### src/rtl/lab3_exerciser.sv
// Stimulus/response engine for the 3-input/2-output lab logic: sweeps a,b,c
// through all eight vectors, samples x/y after a settle time and tallies mismatches.
module lab3_exerciser #(
    parameter int SETTLE_CYCLES = 2,
    parameter int ERR_W         = 4
) (
    input  logic             clk,
    input  logic             rst_n,
    input  logic             start,
    input  logic             x,
    input  logic             y,
    output logic             a,
    output logic             b,
    output logic             c,
    output logic             busy,
    output logic             done,
    output logic             pass,
    output logic [ERR_W-1:0] err_cnt,
    output logic [2:0]       first_fail
);

    typedef enum logic [2:0] {
        IDLE,
        DRIVE,
        SETTLE,
        CHECK,
        DONE
    } state_t;

    state_t           state_q, state_d;
    logic [2:0]       vec_q, vec_d;
    logic [3:0]       cnt_q, cnt_d;
    logic             busy_q, busy_d;
    logic             done_q, done_d;
    logic             pass_q, pass_d;
    logic [ERR_W-1:0] err_q, err_d;
    logic [2:0]       first_q, first_d;
    logic             seen_q, seen_d;

    logic             gd;
    logic             x_exp;
    logic             y_exp;
    logic             mismatch;
    logic [ERR_W-1:0] err_inc;

    // Golden model of the lab logic, evaluated on the vector currently driven.
    always_comb begin
        gd       = vec_q[2] | vec_q[1];
        x_exp    = gd ^ ~vec_q[0];
        y_exp    = (gd ^ ~(vec_q[2] & vec_q[1])) & gd;
        mismatch = (x != x_exp) || (y != y_exp);
        err_inc  = (err_q == {ERR_W{1'b1}}) ? err_q : err_q + ERR_W'(1);
    end

    always_comb begin
        state_d = state_q;
        vec_d   = vec_q;
        cnt_d   = cnt_q;
        busy_d  = busy_q;
        done_d  = done_q;
        pass_d  = pass_q;
        err_d   = err_q;
        first_d = first_q;
        seen_d  = seen_q;

        case (state_q)
            IDLE, DONE: begin
                if (start) begin
                    state_d = DRIVE;
                    vec_d   = 3'd0;
                    err_d   = '0;
                    first_d = 3'd0;
                    seen_d  = 1'b0;
                    busy_d  = 1'b1;
                    done_d  = 1'b0;
                    pass_d  = 1'b0;
                end
            end
            DRIVE: begin
                cnt_d   = 4'(SETTLE_CYCLES - 1);
                state_d = SETTLE;
            end
            SETTLE: begin
                if (cnt_q != 4'd0) begin
                    cnt_d = cnt_q - 4'd1;
                end else begin
                    state_d = CHECK;
                end
            end
            CHECK: begin
                if (mismatch) begin
                    err_d = err_inc;
                    if (!seen_q) begin
                        first_d = vec_q;
                        seen_d  = 1'b1;
                    end
                end
                // Pass must reflect the compare made on this very edge.
                if (vec_q != 3'd7) begin
                    vec_d   = vec_q + 3'd1;
                    state_d = DRIVE;
                end else begin
                    state_d = DONE;
                    busy_d  = 1'b0;
                    done_d  = 1'b1;
                    pass_d  = (mismatch ? err_inc : err_q) == '0;
                end
            end
            default: state_d = IDLE;
        endcase
    end

    always_ff @(posedge clk or negedge rst_n) begin
        if (!rst_n) begin
            state_q <= IDLE;
            vec_q   <= 3'd0;
            cnt_q   <= 4'd0;
            busy_q  <= 1'b0;
            done_q  <= 1'b0;
            pass_q  <= 1'b0;
            err_q   <= '0;
            first_q <= 3'd0;
            seen_q  <= 1'b0;
        end else begin
            state_q <= state_d;
            vec_q   <= vec_d;
            cnt_q   <= cnt_d;
            busy_q  <= busy_d;
            done_q  <= done_d;
            pass_q  <= pass_d;
            err_q   <= err_d;
            first_q <= first_d;
            seen_q  <= seen_d;
        end
    end

    assign a          = vec_q[2];
    assign b          = vec_q[1];
    assign c          = vec_q[0];
    assign busy       = busy_q;
    assign done       = done_q;
    assign pass       = pass_q;
    assign err_cnt    = err_q;
    assign first_fail = first_q;

endmodule
### config.mk
export PLATFORM = sky130hd
export DESIGN_NAME = lab3_exerciser
export DESIGN_NICKNAME = d
export VERILOG_FILES = /design/src/rtl/lab3_exerciser.sv
export SDC_FILE = /design/constraint.sdc
export NUM_CORES = 1
export LEC_CHECK = 0
export ABC_AREA = 1
export BUFFER_PORTS_ARGS = -buffer_cell sky130_fd_sc_hd__buf_2
export CORE_MARGIN = 2
export CORE_UTILIZATION = 50
export CTS_CLUSTER_DIAMETER = 30
export DETAILED_ROUTE_END_ITERATION = 6
export HOLD_SLACK_MARGIN = 0.12
export PLACE_DENSITY = 0.75
export RECOVER_POWER = 100
export SYNTH_ARGS = -nofsm -noshare
export SYNTH_HDL_FRONTEND = slang
export SYNTH_SLANG_ARGS = --single-unit
### constraint.sdc
create_clock -name clk -period 2.4 [get_ports clk]
set_input_delay 0 -clock clk [delete_from_list [all_inputs] [get_ports clk]]
set_output_delay 0 -clock clk [all_outputs]
set_load 0.03 [all_outputs]
==> results by stage <==
Outcome:
- The flow ran to the end, and the final reports show no timing, DRC or antenna violations.

STA:
- The count of endpoints failing hold in the final timing report is 0.
- Timing would allow up to 541 MHz.
- Setup violations remaining at the end of the flow were counted as 0.
- The max-slew violation count came to 0.
- The fraction of the cycle the final worst path needs is between 70% and 80%.
- The measured slew at the worst slew-check pin is 1080 ps.
- Clock skew on the completed layout was measured at 1.37 ps.
- The remaining max-slew budget at the tightest pin is between 20% and 30%.
- Setup repair after global routing left no endpoint under its margin.
- The clock period could shrink to 1850 ps.
- The final-layout setup total negative slack is 0 ps.

Synthesis:
- The netlist uses 23 different library cells.
- The cell area after synthesis is ~1200 sq um.
- The net count after synthesis is between 150 and 200.
- Synthesis produced a netlist whose cell count is roughly 150.
- Counting flops and latches in the post-synthesis netlist gives 21.
- The mean instance size in the synthesized netlist is between 7 and 8 sq um.
- The share of the Yosys chip area taken by registers is 43.8%.
- The Yosys step of the flow raised 0 warnings.

Finish:
- The area growth from synthesis to layout is 9.79%.
- The multi-input combinational cells in the finished layout cover a total of about 560 sq um.
- The layout has between 200 and 250 filler cells.
- The post-route netlist has between 8 and 9% of its cells at a drive strength greater than 1.
- 0 antenna diodes ended up in the layout.
- The non-filler instance count after layout is about 200.
- The count of nets after finishing is ~190.
- Once layout is done, the placed cells without fillers occupy roughly 1300 sq um.
- The sequential standard cell area is about 530 sq um.

Detailed routing:
- Dividing the detail-routed via count by the number of cells gives ~5.3.
- In the final routed layout, each cell accounts on average for 11.3 um.
- The overall routed net length is between 2000 and 2500 um.
- Across all layers, the routed design uses between 1000 and 1500 vias.
- The remaining antenna violation count after routing is 0.
- The number of detailed-routing iterations run before antenna repair is 4.
- The DRC violation count after routing is 0.
- The count of routing violations after the opening detailed-route iteration is 24.

CTS:
- The clock latency at the later pin of the worst-skew pair is ~300 ps.
- The H-tree level count is 1.
- The number of buffers inserted for hold repair after clock tree synthesis is 2.
- The maximum buffer depth of the clock tree is 2.
- The number of buffers added by the clock tree synthesis step is 3.
- The clock transition at the registers of the reported paths is between 100 and 150 ps.
- After clock tree synthesis, the setup repair step added 0 buffers.
- TritonCTS built the clock tree.
- The post-cts resize count is 0.
- CTS placed an instance of sky130_fd_sc_hd__clkbuf_4 at the clock tree root.
- The number of clock sinks seen by CTS is 21.

Power and ir drop:
- For this design the static power due to leakage is between 0.6 and 0.7 nW.
- The clock share of power is 10.9%.
- The overall power of the completed layout is between 0.0015 and 0.002 W.
- The power dissipated by switching net loads is approximately 0.00077 W.
- Internal power comes to between 0.0007 and 0.0008 W.
- The worst-case IR drop observed on VDD is 641 uV.
- In this run the power density over the cells is 1170 nW/um^2.
- In this run, flip-flops and latches consume between 30% and 40% of the power.
- The switching part of the total is 49.9%.
- Combinational logic burns between 50% and 60% of the power.

Die:
- The die width is 53.0 um.
- The floorplan die area is ~2800 sq um.
- The region available for standard cell placement spans 2230 sq um.
- The vertical die dimension is about 53 um.
- The number of top-level pins is 18.
- The initial utilization of the core area, before any placement, comes to between 50% and 60%.
- The floorplan row count is 17.

Placement:
- The wire-length estimate of the detail-placed layout is between 1500 and 2000 um.
- Summing all placed instances gives a cell area of approximately 1300 sq um.
- The last weighted congestion value of the routability-driven placer is between 0.8 and 0.9.
- The count of input and output buffers is 17.
- The number of placed instances, taps included, is slightly below 200.

Worst setup path:
- The startpoint identified for the worst register-to-register timing path is state_q[2].
- The endpoint of the lowest-slack register-to-register path is busy.
- Walking the worst path, the cells encountered are inv_1 -> nand2_2 -> nor2_1 -> inv_2 -> o21ai_4 -> nand2_1 -> nand2_1 -> o21ai_0.
- The worst setup path is captured at a flip-flop.
- For the worst setup path, the data arrival time is between 2000 and 2500 ps.
- The worst reg-to-reg setup slack is between 500 and 600 ps.
- The most prevalent standard cell on the critical path is sky130_fd_sc_hd__nand2_1.
- The worst setup path is of the reg -> reg kind.
- Of all nets on the critical path, the largest fanout is 14.
- The biggest cell delay along the critical path is between 500 and 600 ps.
- The slowest library cell on the worst path is sky130_fd_sc_hd__nor2_1.
- STA classifies the critical path startpoint as a flip-flop.
- For the worst setup path, the data required time is roughly 2600 ps.
- For the worst flop-to-flop path, the logic depth is 8.

Global route:
- Global routing finished with a remaining overflow of 0.
- The first global-routing pass estimated between 3000 and 4000 um of wire.
- The maximum number of pins on one net before global-route repair is 22.
- Global routing used 19.2% of the available tracks across all layers.
- The initial antenna violation count came to 0.
- The via count of the first global-routing pass is between 900 and 1000.

Worst hold path:
- The number of cells on the worst hold path is 8.
- The source of the worst hold timing path is y.
- The hold-critical path endpoint is err_cnt[3].
- The path type of the worst min-delay path is in -> reg.

Flow run:
- The tool flagged a number of max-cap violations equal to 0.
-- power groups by stage --
| stage | combinational, W | sequential (W) | clock, W |
|---|---|---|---|
| 2_1_floorplan | 0.000552 | 0.000685 | 0 |
| 3_5_place_dp | 0.000844 | 0.000586 | 0 |
| 5_1_grt | 0.000905 | 0.000600 | 0.000190 |
| 4_1_cts | 0.000853 | 0.000578 | 0.000172 |
| 6_report | 0.000792 | 0.000580 | 0.000168 |
| 3_3_place_gp | 0.000821 | 0.000578 | 0 |
-- per-layer routing --
| layer | GRT usage (%) | part of all wire, % | up-vias |
|---|---|---|---|
| met4 | 7.69 | 1.4 | 0 |
| li1 | - | - | 538 |
| met1 | 24.6 | 49 | 495 |
| met2 | 32.7 | 46 | 26 |
| met3 | 2.54 | 3.6 | 5 |
| met5 | 0 | 0 | - |
-- how the worst max path moves through the flow --
stage	startpoint	endpoint	slack (ps)
finish	state_q[2]	busy	550
global route	state_q[2]	vec_q[2]	320
CTS	err_cnt[0]	pass	890
detailed placement	err_cnt[0]	pass	920
global placement	err_cnt[0]	pass	930
floorplan	err_cnt[0]	pass	840
-- Yosys cell counts (all sizes together) --
master  instances  area share [%]
nand2          45              15
inv            23             7.2
dfrtp          21              44
nand3          21              11
o21ai          15             7.2
nor2            7             3.0
ha              5             5.2
a21oi           3             1.2
nand4           2             1.0
nor3            2            0.83
o22ai           2             1.0
xor2            2             1.5
a31oi           1            0.52
buf             1            0.63
nor3b           1            0.63
or2             1            0.52
-- state kept, by name, summed over array words and instances, names as in the netlist --
name and flops:
state_q 3, pass 1, vec_q 3, busy 1
seen_q 1, first_fail 3, err_cnt 4, cnt_q 4
done 1
-- metrics by stage --
stage          hold WS [ps]  utilization (%)  setup WS, ps
2_1_floorplan          -296                -           836
3_3_place_gp          -25.4             58.8           933
3_5_place_dp          -22.3             58.8           918
4_1_cts                 175             61.0           886
5_1_grt                 340             59.0           316
6_report                304             59.0           553
-- cell families (layout without fill, tap and decap cells) --
family	after synthesis	after routing	synth area share [%]
AND/OR/NAND/NOR	79	79	31.8
buffers and inverters	24	46	7.81
AO/OA/AOI/OAI	21	21	10.0
flip-flops	21	21	43.7
adder cells (fa/ha/maj)	5	5	5.21
XOR/XNOR	2	2	1.46
-- placed cells by master (no fill, tap or decap), types with 3 or more instances in the layout --
cell,n
sky130_fd_sc_hd__nor2_1,6
sky130_fd_sc_hd__nand3_1,20
sky130_fd_sc_hd__ha_1,5
sky130_fd_sc_hd__clkbuf_4,3
sky130_fd_sc_hd__o21ai_1,3
sky130_fd_sc_hd__inv_1,22
sky130_fd_sc_hd__o21ai_0,11
sky130_fd_sc_hd__buf_2,3
sky130_fd_sc_hd__clkbuf_1,14
sky130_fd_sc_hd__nand2_1,43
sky130_fd_sc_hd__a21oi_1,3
sky130_fd_sc_hd__dfrtp_1,21
-- area by class of cell --
class / count / share of cell area [%]
tap: 28 / 2.66
clock inverter: 1 / 0.380
sequential: 21 / 39.8
multi-input combinational: 107 / 42.2
clock buffer: 3 / 1.71
timing repair buffer: 19 / 6.64
inverter: 23 / 6.55
-- critical path: cells and delay by family (launching register included) --
family	cells	cell delay (ps)
AOI/OAI and AO/OA	2	230
buffers and inverters	2	250
DFF	1	400
and+or+nand+nor	4	850
(Power assumes the default switching activity.)
